## src/rtl/uart_tx_fifo.sv

```systemverilog
// UART transmit engine: byte FIFO feeding a start/data/parity/stop serialiser.
// Each frame latches its format and divisor when it is popped, so configuration
// changes only take effect from the next frame.
module uart_tx_fifo #(
  parameter int FIFO_DEPTH = 16,
  parameter int AW         = 4,
  parameter int DIV_W      = 16
) (
  input  logic             sys_clk,
  input  logic             rst_b,
  input  logic [DIV_W-1:0] cfg_divisor,
  input  logic [1:0]       cfg_dls,
  input  logic             cfg_pen,
  input  logic             cfg_eps,
  input  logic             cfg_stop,
  input  logic             cfg_break,
  input  logic             fifo_clr,
  input  logic             wr_vld,
  input  logic [7:0]       wr_data,
  output logic             wr_rdy,
  input  logic [AW:0]      tx_thresh,
  output logic [AW:0]      tx_level,
  output logic             tx_thr_int,
  output logic             tx_ovf,
  output logic             tx_busy,
  output logic             tx_idle,
  output logic             s_out
);

  typedef enum logic [2:0] {IDLE, START, DATA, PARITY, STOP} state_t;

  logic [7:0]       mem [FIFO_DEPTH];
  logic [AW-1:0]    wr_ptr_reg, rd_ptr_reg;
  logic [AW:0]      level_reg;
  logic             full, push, pop, can_load, start_frame, bit_done, line;
  logic [7:0]       rd_data, load_mask;
  logic [DIV_W-1:0] load_div;

  state_t           state_reg, state_next;
  logic [DIV_W-1:0] baud_reg, baud_next, div_reg, div_next;
  logic [2:0]       bit_reg, bit_next;
  logic [7:0]       shift_reg, shift_next;
  logic [1:0]       dls_reg, dls_next;
  logic             pen_reg, pen_next, par_reg, par_next, stop_reg, stop_next;
  logic             s_out_reg, s_out_next;

  // Full is judged before the edge, so a pop in the same cycle never frees room for a write.
  assign full     = (level_reg == (AW+1)'(FIFO_DEPTH));
  assign push     = wr_vld && !full && !fifo_clr;
  assign can_load = (level_reg != '0) && !fifo_clr;
  assign rd_data  = mem[rd_ptr_reg];

  assign load_div  = (cfg_divisor == '0) ? DIV_W'(1) : cfg_divisor;
  assign load_mask = 8'hFF >> (3'd3 - {1'b0, cfg_dls});
  assign bit_done  = (baud_reg == div_reg - 1'b1);

  // FIFO storage; no reset so it maps onto plain memory.
  always_ff @(posedge sys_clk) begin
    if (push) mem[wr_ptr_reg] <= wr_data;
  end

  // FIFO pointers and occupancy; a flush wins over any concurrent push or pop.
  always_ff @(posedge sys_clk or negedge rst_b) begin
    if (!rst_b) begin
      wr_ptr_reg <= '0;
      rd_ptr_reg <= '0;
      level_reg  <= '0;
    end else if (fifo_clr) begin
      wr_ptr_reg <= '0;
      rd_ptr_reg <= '0;
      level_reg  <= '0;
    end else begin
      if (push) wr_ptr_reg <= wr_ptr_reg + 1'b1;
      if (pop)  rd_ptr_reg <= rd_ptr_reg + 1'b1;
      if (push && !pop)      level_reg <= level_reg + 1'b1;
      else if (!push && pop) level_reg <= level_reg - 1'b1;
    end
  end

  // Serialiser next state: bit timing, frame sequencing and the registered pin value.
  always_comb begin
    state_next  = state_reg;
    baud_next   = bit_done ? '0 : baud_reg + 1'b1;
    bit_next    = bit_reg;
    shift_next  = shift_reg;
    div_next    = div_reg;
    dls_next    = dls_reg;
    pen_next    = pen_reg;
    par_next    = par_reg;
    stop_next   = stop_reg;
    pop         = 1'b0;
    start_frame = 1'b0;
    line        = 1'b1;

    case (state_reg)
      IDLE: begin
        baud_next = '0;
        if (can_load) start_frame = 1'b1;
      end
      START: begin
        if (bit_done) begin
          state_next = DATA;
          bit_next   = '0;
        end
      end
      DATA: begin
        if (bit_done) begin
          shift_next = shift_reg >> 1;
          if (bit_reg == {1'b0, dls_reg} + 3'd4) begin
            state_next = pen_reg ? PARITY : STOP;
            bit_next   = '0;
          end else begin
            bit_next = bit_reg + 1'b1;
          end
        end
      end
      PARITY: begin
        if (bit_done) begin
          state_next = STOP;
          bit_next   = '0;
        end
      end
      STOP: begin
        if (bit_done) begin
          if (bit_reg == {2'b00, stop_reg}) begin
            if (can_load) start_frame = 1'b1;
            else          state_next  = IDLE;
          end else begin
            bit_next = bit_reg + 1'b1;
          end
        end
      end
      default: state_next = IDLE;
    endcase

    // Popping a byte latches it together with the whole frame format.
    if (start_frame) begin
      pop        = 1'b1;
      state_next = START;
      baud_next  = '0;
      bit_next   = '0;
      shift_next = rd_data;
      div_next   = load_div;
      dls_next   = cfg_dls;
      pen_next   = cfg_pen;
      par_next   = cfg_eps ? ^(rd_data & load_mask) : ~^(rd_data & load_mask);
      stop_next  = cfg_stop;
    end

    case (state_next)
      START:   line = 1'b0;
      DATA:    line = shift_next[0];
      PARITY:  line = par_next;
      default: line = 1'b1;
    endcase
    s_out_next = cfg_break ? 1'b0 : line;
  end

  // Serialiser state registers; reset drives the line to its idle-high level at once.
  always_ff @(posedge sys_clk or negedge rst_b) begin
    if (!rst_b) begin
      state_reg <= IDLE;
      baud_reg  <= '0;
      bit_reg   <= '0;
      shift_reg <= '0;
      div_reg   <= '0;
      dls_reg   <= '0;
      pen_reg   <= 1'b0;
      par_reg   <= 1'b0;
      stop_reg  <= 1'b0;
      s_out_reg <= 1'b1;
    end else begin
      state_reg <= state_next;
      baud_reg  <= baud_next;
      bit_reg   <= bit_next;
      shift_reg <= shift_next;
      div_reg   <= div_next;
      dls_reg   <= dls_next;
      pen_reg   <= pen_next;
      par_reg   <= par_next;
      stop_reg  <= stop_next;
      s_out_reg <= s_out_next;
    end
  end

  assign wr_rdy     = !full;
  assign tx_level   = level_reg;
  assign tx_thr_int = (level_reg <= tx_thresh);
  assign tx_ovf     = wr_vld && full;
  assign tx_busy    = (state_reg != IDLE);
  assign tx_idle    = (level_reg == '0) && (state_reg == IDLE);
  assign s_out      = s_out_reg;

endmodule

```

## config.mk

```make
export PLATFORM = sky130hd
export DESIGN_NAME = uart_tx_fifo
export DESIGN_NICKNAME = d
export VERILOG_FILES = /design/src/rtl/uart_tx_fifo.sv
export SDC_FILE = /design/constraint.sdc
export NUM_CORES = 1
export LEC_CHECK = 0
export CAP_MARGIN = 10
export CORE_AREA = 2 2 103 155
export CTS_CLUSTER_DIAMETER = 80
export DETAILED_ROUTE_END_ITERATION = 12
export DIE_AREA = 0 0 105 157
export PLACE_DENSITY = 0.79
export SLEW_MARGIN = 30
export SYNTH_ARGS = -nofsm -noshare
export SYNTH_HDL_FRONTEND = slang
export SYNTH_SLANG_ARGS = --single-unit
```

## constraint.sdc

```tcl
create_clock -name sys_clk -period 10.7 [get_ports sys_clk]
set_input_delay 1.07 -clock sys_clk [delete_from_list [all_inputs] [get_ports sys_clk]]
set_output_delay 1.07 -clock sys_clk [all_outputs]
set_load 0.01 [all_outputs]
```

==> results of run 1 <==
-- worst max-delay path: stages --
cell and delay [ns]:
clkdlybuf4s50_1 0.45, inv_1 0.04, ha_1 0.31, nor2b_1 0.14, o21ai_0 0.14, nand2b_1 0.07, a21oi_1 0.14, nor2b_1 0.06
o22ai_1 0.13, clkdlybuf4s50_1 0.55
-- cells in the final DEF, fill, tap and decap left out, types with 5 or more instances in the layout --
master / count
edfxtp_1: 128
nand2_1: 99
dfrtp_1: 63
nor2_1: 58
clkdlybuf4s50_1: 48
mux2i_1: 40
xnor2_1: 33
xor2_1: 20
o21ai_0: 20
a221oi_1: 17
clkbuf_16: 17
mux4_2: 16
ha_1: 16
nand3_1: 15
inv_1: 13
a22oi_1: 13
a21oi_1: 10
buf_4: 10
nor3_1: 9
and3_1: 8
nor4_1: 7
nand2b_1: 6
or4_1: 5
nor2b_1: 5
inv_8: 5
-- power breakdown --
part	leakage [nW]	internal, W	total (W)	switching, W
Combinational	1.51	0.0000590	0.000119	0.0000604
Sequential	2.00	0.000808	0.000820	0.0000122
Clock	0.277	0.000309	0.000606	0.000297
-- layer usage --
| layer | routed length, µm | GRT usage | part of all wire | up-vias |
|---|---|---|---|---|
| met3 | 637 | 0.04431 | 0.035 | 39 |
| met2 | 10120 | 0.4348 | 0.56 | 140 |
| met1 | 6721 | 0.2549 | 0.37 | 2790 |
| li1 | - | - | - | 2669 |
| met4 | 505 | 0.1124 | 0.028 | 0 |
| met5 | 0 | 0 | 0 | - |
-- cell families after synthesis --
| group | share of synthesized area |
|---|---|
| muxes | 0.08610 |
| buffers and inverters | 0.02504 |
| xor gates and xnor gates | 0.05342 |
| AOI/OAI and AO/OA | 0.07762 |
| DFF | 0.6083 |
| adders and majority gates | 0.02448 |
| and+or+nand+nor | 0.1251 |
-- through the flow --
step | util | cells | hold WS (ns) | total power (W) | instance area [µm²]
2_1_floorplan | - | 706 | 0.4385 | 0.0008969 | 8995
3_3_place_gp | 0.6421 | 926 | 0.4539 | 0.0009482 | 9633
3_5_place_dp | 0.6421 | 926 | 0.4613 | 0.0009559 | 9633
4_1_cts | 0.6799 | 958 | 0.4777 | 0.001557 | 10200
5_1_grt | 0.6799 | 958 | 0.4929 | 0.001600 | 10200
6_report | 0.6799 | 958 | 0.4716 | 0.001546 | 10200
-- Yosys cell counts, types with 4 or more instances --
| master | n | area (µm²) |
|---|---|---|
| a22oi_1 | 13 | 97.59 |
| a21oi_1 | 10 | 50.05 |
| or3_1 | 4 | 25.02 |
| dfrtp_1 | 64 | 1602 |
| xnor2_1 | 33 | 289.0 |
| a221oi_1 | 17 | 148.9 |
| xor2_1 | 20 | 175.2 |
| edfxtp_1 | 128 | 3844 |
| nor2_1 | 58 | 217.7 |
| o22ai_1 | 4 | 25.02 |
| clkbuf_1 | 21 | 78.83 |
| nor3_1 | 9 | 45.04 |
| inv_1 | 13 | 48.80 |
| nor4_1 | 7 | 43.79 |
| ha_1 | 16 | 200.2 |
| nand2b_1 | 6 | 37.54 |
| nor2b_1 | 5 | 31.28 |
| mux4_2 | 16 | 360.4 |
| o211ai_1 | 4 | 30.03 |
| nand2_1 | 99 | 371.6 |
| buf_2 | 12 | 60.06 |
| o21ai_0 | 20 | 100.1 |
| nand3_1 | 15 | 75.07 |
| and3_1 | 8 | 50.05 |
| mux2i_1 | 40 | 400.4 |
| and2_1 | 4 | 25.02 |
| or4_1 | 5 | 37.54 |
| a21o_1 | 4 | 30.03 |
-- final cells by class --
| class | count | area share |
|---|---|---|
| Clock buffer | 17 | 0.04171 |
| Clock inverter | 15 | 0.01386 |
| Inverter | 14 | 0.005152 |
| Multi-Input combinational cell | 461 | 0.3234 |
| Sequential cell | 193 | 0.5366 |
| Tap cell | 199 | 0.02441 |
| Timing Repair Buffer | 59 | 0.05496 |
-- worst paths after layout --
path                                       to  slack [ns]         start
worst min-delay path             shift_reg[3]        0.47  shift_reg[3]
max in group asynchronous       rd_ptr_reg[0]        9.32         rst_b
min in group asynchronous          bit_reg[2]        0.80         rst_b
worst max-delay path               tx_thr_int        6.54  tx_thresh[1]
worst max register to register    tx_level[4]        6.55    div_reg[0]
worst min register to register   shift_reg[3]        0.47  shift_reg[3]
==> impl_metrics.tcl, run 1 <==
set metrics [dict create \
    status "finished clean" \
    drcViolationCount 0 \
    clock_sinks 193 \
    rsz0062_at_grt "false" \
    hold_viol_final 0 \
    worst_setup_path_end_kind "primary output" \
    cts_buffers 17 \
    drt_wl_total_um 17980 \
    port_buffers 49 \
    cts_tree "yes" \
    grt_max_degree 66 \
    route.vias.total 5638 \
    min_period_over_period 0.3892 \
    setup_tns_ns 0 \
    cts_setup_buffers 0 \
    dr.pass1.iters 5 \
    grt_pass1_wl_um 29580 \
    grt-ovfl-total 0 \
    insertion_delay_ns 0.44 \
    yosysWarnings 0 \
    required_ns 9.63 \
    layout-drive-gt1-share 0.09618 \
    multi_input_area_um2 3298 \
    ys_ff_latch 193 \
    yosysSeqAreaShare 0.6083 \
    cp-start-kind "input port" \
    power_per_cell_area_nw_per_um2 151.5 \
    ios 50 \
    postSynthAreaPerCell_um2 12.74 \
    hold_buffers 0 \
    cap_violations 0 \
    synth_nets 762 \
    ant_nets 0 \
    finalMaxSlewViolations 0 \
    dp_hpwl_um 12850 \
    start_util 0.5996 \
    cts-resized-gates 0 \
    slew_headroom 0.3651 \
    ys_types 65 \
    max_freq_ghz 0.2401 \
    crit_fanout 2 \
    skew_ns 0.01124 \
    die_w_um 105 \
    worst-endpoint-arrival_ns 3.09 \
    largest_register_ff_count 128 \
    hold_path_depth 2 \
    post_drt_wl_per_cell_um 18.77 \
    r2r_cells 16 \
    period_minus_slack_ns 4.165 \
    pre_cts_ws_ns 6.552 \
    leakage_nw 3.793 \
    regArea_um2 5473 \
    cts_root_buf "clkbuf_16" \
    grt.total_usage 0.2338 \
    fill_cells 1066 \
    ys.flop_type "edfxtp_1" \
    async_reset_ff_frac 0.3368 \
    clockBufferDepth 2 \
    worst_slew_pin_slew_ns 0.9488 \
    setup_viol_count_final 0 \
    rows 55 \
    core_area_um2 15000 \
    critical_path_class "input port to primary output" \
    dieArea_um2 16490 \
    via_per_inst 5.885 \
    diodes 0 \
    final_net_count 802 \
    synth_cells 706 \
    h-tree-depth 4 \
    syn_to_final_growth_pct 13.40 \
    antenna_found_initial 0 \
    netlist_area_um2 8995 \
    path_clk_slew_ns 0.07 \
    die_h_um 157 \
    place_congestion 0.9568 \
    irDropWorstVdd_uv 145.2 \
    drt_iter0_drc 343 \
    fin_ws_ns 6.535 \
    synth-edff-count 128 \
    first_global_vias 5903 \
    hp-class "flip-flop to flip-flop" \
]
No activity file was read; power rests on OpenSTA's default activity.
==> run 2, diff against run 1 <==
clock period = 4.4 ns   (was 10.7 ns; I/O delays follow)
==> impl_metrics.tcl, run 2 (synthesis results as in run 1) <==
set metrics [dict create \
    status "finished clean" \
    mostFrequentLayoutCell "edfxtp_1" \
    fin_cells 962 \
    worst-endpoint-arrival_ns 4.33 \
    cts_root_buf "clkbuf_16" \
    die_w_um 105 \
    cts_tree "yes" \
    antenna_found_initial 0 \
    diodes 0 \
    die_h_um 157 \
    start_util 0.5996 \
    r2r_cells 16 \
    period_minus_slack_ns 4.019 \
    regArea_um2 5473 \
    grt.total_usage 0.2402 \
    post_drt_wl_per_cell_um 19.63 \
    rows 55 \
    multi_input_area_um2 3307 \
    ios 50 \
    irDropWorstVdd_uv 347.6 \
    cts_buffers 17 \
    grt-ovfl-total 0 \
    reg2reg_to "tx_level[4]" \
    ant_nets 0 \
    layout-drive-gt1-share 0.09961 \
    hp-class "input port to asynchronous set/reset pin" \
    rsz0062_at_grt "false" \
    place_congestion 0.9257 \
    dieArea_um2 16490 \
    route.vias.total 5722 \
    max_freq_ghz 0.2488 \
    clockBufferDepth 2 \
    core_area_um2 15000 \
    required_ns 4.71 \
    insertion_delay_ns 0.44 \
    wl_met3_um 694 \
    path_clk_slew_ns 0.07 \
    grt_pass1_wl_um 30130 \
    setup_viol_count_final 0 \
    worst_slew_pin_slew_ns 0.9180 \
    finalMaxSlewViolations 0 \
    reg2reg_slack_ns 0.38 \
    drcViolationCount 0 \
    cp-start-kind "flip-flop" \
    leakage_nw 3.820 \
    syn_to_final_growth_pct 14.16 \
    place_inst 930 \
    skew_ns 0.01393 \
    dp_hpwl_um 13380 \
    dr.pass1.iters 5 \
    critical_path_class "flip-flop to flip-flop" \
    cap_violations 0 \
    largest_register_ff_count 128 \
    slew_headroom 0.3857 \
    setup_tns_ns 0 \
    fill_cells 1094 \
    hold_buffers 0 \
    final_net_count 806 \
    clock_sinks 193 \
    via_per_inst 5.948 \
    startpoint "div_reg[0]" \
    topRoutingLayerUsed "met4" \
    drt_iter0_drc 238 \
    worst_setup_path_end_kind "flip-flop" \
    pre_cts_ws_ns 0.3285 \
    wirelength_met1_um 7106 \
    min_period_over_period 0.9133 \
    hold_viol_final 0 \
    first_global_vias 5932 \
    power_per_cell_area_nw_per_um2 372.6 \
    port_buffers 49 \
    met2_length_um 10410 \
    grt_max_degree 66 \
    layout_common_cells "edfxtp_1, nand2_1, dfrtp_1" \
    reg2reg_from "div_reg[0]" \
    h-tree-depth 4 \
    drt_wl_total_um 18890 \
    fin_ws_ns 0.3814 \
    cp-endpoint "tx_level[4]" \
    crit_fanout 6 \
]
[run 2: timing repair]
action	CTS	global route
endpoints found under the setup margin	0	1
gates resized for setup	0	1
setup buffers	0	0
[run 2: critical path, stage by stage, from the launching register on]
cell and delay [ns]:
dfrtp_1 0.42, inv_1 0.09, ha_1 0.23, or3b_1 0.49
nor4b_1 0.40, xnor2_1 0.16, nand4_1 0.22, nor4b_4 0.49
a21oi_2 0.12, nand2_1 0.18, ha_1 0.31, a21o_1 0.20
a21oi_1 0.18, nor2_1 0.06, mux2i_1 0.15, xor2_1 0.15
nor2_1 0.05
[run 2: cell type report]
| type | count | area share |
|---|---|---|
| Sequential cell | 193 | 0.5330 |
| Multi-Input combinational cell | 461 | 0.3220 |
| Timing Repair Buffer | 63 | 0.05751 |
| Clock buffer | 17 | 0.04143 |
| Tap cell | 199 | 0.02425 |
| Clock inverter | 15 | 0.01669 |
| Inverter | 14 | 0.005118 |
[run 2: worst min path at each step]
stage                 start           end  slack, ns  cells after the start
2_1_floorplan         rst_b   baud_reg[0]       0.14                      0
3_3_place_gp   shift_reg[3]  shift_reg[3]       0.45                      2
3_5_place_dp   shift_reg[3]  shift_reg[3]       0.46                      2
4_1_cts               rst_b   tx_level[3]       0.21                      2
5_1_grt               rst_b   tx_level[3]       0.25                      2
6_report              rst_b    bit_reg[0]       0.18                      2
[run 2: stage by stage]
step           hold slack [ns]    util  area [µm²]  power, W
3_5_place_dp            0.4598  0.6441        9663  0.002329
2_1_floorplan           0.1444       -        8995  0.002181
4_1_cts                 0.2091  0.6839       10260  0.003854
5_1_grt                 0.2515  0.6845       10270  0.003949
6_report                0.1763  0.6845       10270  0.003826
3_3_place_gp            0.4549  0.6441        9663  0.002308
[run 2: where the power goes]
group | total (W) | switching (W) | internal (W)
sequential | 0.00200 | 0.0000313 | 0.00196
combinational | 0.000298 | 0.000154 | 0.000144
clock | 0.00153 | 0.000723 | 0.000810
total | 0.00383 | 0.000908 | 0.00292
[run 2: metal layers]
metal | vias to the layer above | track usage
met3 | 47 | 0.04679
met5 | - | 0
li1 | 2676 | -
met2 | 152 | 0.4375
met1 | 2847 | 0.2683
met4 | 0 | 0.1181
==> run 3, diff against run 2 <==
CORE_AREA = 2 2 119 179   (was 2 2 103 155)
DIE_AREA = 0 0 121 181   (was 0 0 105 157)
PLACE_DENSITY = default   (was 0.79)
==> impl_metrics.tcl, run 3 (synthesis results as in run 1) <==
set metrics [dict create \
    status "finished clean" \
    cp.buffers_inverters 2 \
    die_h_um 181 \
    drt_iter0_drc 381 \
    slowest_stage "or3b_1" \
    setup_tns_ns 0 \
    cts_root_buf "clkbuf_16" \
    drt_wl_total_um 19080 \
    period_minus_slack_ns 3.904 \
    final_net_count 808 \
    regArea_um2 5473 \
    crit_fanout 6 \
    critical_path_class "flip-flop to flip-flop" \
    cts_tree "yes" \
    start_util 0.4440 \
    antenna_found_initial 0 \
    power_per_cell_area_nw_per_um2 370.9 \
    finalMaxSlewViolations 0 \
    port_buffers 49 \
    first_global_vias 5883 \
    layout-drive-gt1-share 0.09804 \
    worst_slew_pin_slew_ns 0.9594 \
    cap_violations 0 \
    path_clk_slew_ns 0.07 \
    insertion_delay_ns 0.43 \
    cts-resized-gates 0 \
    hold_viol_final 0 \
    ant_nets 0 \
    fill_cells 1730 \
    cts_buffers 17 \
    cts_setup_buffers 0 \
    via_per_inst 5.483 \
    grt_max_degree 50 \
    route.vias.total 5642 \
    p_seq_frac 0.519 \
    p_int_w 0.002964 \
    fin_cells 1029 \
    slew_headroom 0.3580 \
    pwr-share-clk 0.405 \
    hp-class "input port to asynchronous set/reset pin" \
    worst-endpoint-arrival_ns 4.20 \
    swShare 0.2287 \
    mostFrequentLayoutCell "edfxtp_1" \
    drcViolationCount 0 \
    post_drt_wl_per_cell_um 18.54 \
    clock_sinks 193 \
    h-tree-depth 4 \
    max_freq_ghz 0.2562 \
    dr.pass1.iters 5 \
    path_cells "inv_1 -> ha_1 -> or3b_1 -> nor4b_1 -> xnor2_1 -> nand4_1 -> nor4b_2 -> buf_4 -> a21oi_2 -> nand2_1 -> ha_1 -> a21o_1 -> a21oi_1 -> nor2_1 -> mux2i_1 -> xor2_1 -> nor2_1" \
    rsz0062_at_grt "false" \
    leakage_nw 3.840 \
    pre_cts_ws_ns 0.4759 \
    min_period_over_period 0.8872 \
    multi_input_area_um2 3298 \
    p_comb_frac 0.076 \
    required_ns 4.70 \
    ios 50 \
    diodes 0 \
    place_congestion 0.8761 \
    worst_setup_path_end_kind "flip-flop" \
    critPathMaxStageDelay_ns 0.49 \
    p_sw_w 0.0008790 \
    grt_pass1_wl_um 31240 \
    rows 64 \
    largest_register_ff_count 128 \
    dp_hpwl_um 13830 \
    grt.total_usage 0.1847 \
    skew_ns 0.01127 \
    dieArea_um2 21900 \
    grt-ovfl-total 0 \
    place_inst 996 \
    core_area_um2 20260 \
    die_w_um 121 \
    syn_to_final_growth_pct 15.19 \
    irDropWorstVdd_uv 272.0 \
    cp-start-kind "flip-flop" \
    layout_common_cells "edfxtp_1, nand2_1, dfrtp_1" \
    cpLargestDelayFamily "simple AND/OR/NAND/NOR gates" \
    setup_viol_count_final 0 \
    clockBufferDepth 2 \
    hold_buffers 1 \
    fin_ws_ns 0.4963 \
]
run 3: cell types whose count changed in the layout (fill, tap and decap cells not counted), sizes merged:
cell,before,now
buf,15,16
bufinv,1,2
clkinv,5,8
clkinvlp,3,0
dlygate4sd3,0,1
inv,20,19
run 3: worst reg2reg max path: cells and delay by family, from the launching register on:
family / cells / cell delay, ns
AO/OA/AOI/OAI: 3 / 0.41
XOR/XNOR: 2 / 0.34
adder cells (fa/ha/maj): 2 / 0.53
buffers and inverters: 2 / 0.28
flip-flops: 1 / 0.42
multiplexers: 1 / 0.17
AND/OR/NAND/NOR: 7 / 1.65
run 3: stage by stage:
| step | hold WS [ns] | instance area [µm²] | power (W) | util |
|---|---|---|---|---|
| after CTS | 0.4694 | 10360 | 0.003881 | 0.5114 |
| after global routing | 0.5017 | 10360 | 0.003988 | 0.5114 |
| after global placement | 0.3897 | 9752 | 0.002315 | 0.4813 |
| after floorplan | 0.1444 | 8995 | 0.002181 | - |
| after detailed placement | 0.3937 | 9752 | 0.002329 | 0.4813 |
| final | 0.4650 | 10360 | 0.003843 | 0.5114 |
run 3: path summary, 6_finish.rpt:
path | start | to | cells past startpoint | slack (ns)
max | div_reg[0] | tx_level[4] | 17 | 0.50
min | rst_b | wr_ptr_reg[1] | 2 | 0.46
max reg2reg | div_reg[0] | tx_level[4] | 17 | 0.50
min reg2reg | shift_reg[6] | shift_reg[6] | 2 | 0.48
max in group asynchronous | rst_b | rd_ptr_reg[0] | 3 | 2.91
min in group sys_clk | shift_reg[6] | shift_reg[6] | 2 | 0.48
run 3: area by class of cell:
type                            count  share of cell area
Timing Repair Buffer               65             0.05869
Inverter                           14            0.005072
Sequential cell                   193              0.5282
Clock inverter                     15             0.01679
Multi-Input combinational cell    461              0.3183
Clock buffer                       17             0.04106
Tap cell                          264             0.03188
run 3: power groups by stage:
stage                     clock, W  sequential [W]  combinational [W]
after floorplan                  0         0.00203           0.000152
after global placement           0         0.00203           0.000282
after detailed placement         0         0.00203           0.000295
after CTS                  0.00159         0.00200           0.000297
after global routing       0.00166         0.00200           0.000327
final                      0.00156         0.00200           0.000291
run 3: metal layers:
layer,share of wire,GRT usage
met5,0,0
met4,0.019,0.06093
met3,0.023,0.02904
met2,0.56,0.3465
met1,0.39,0.2097
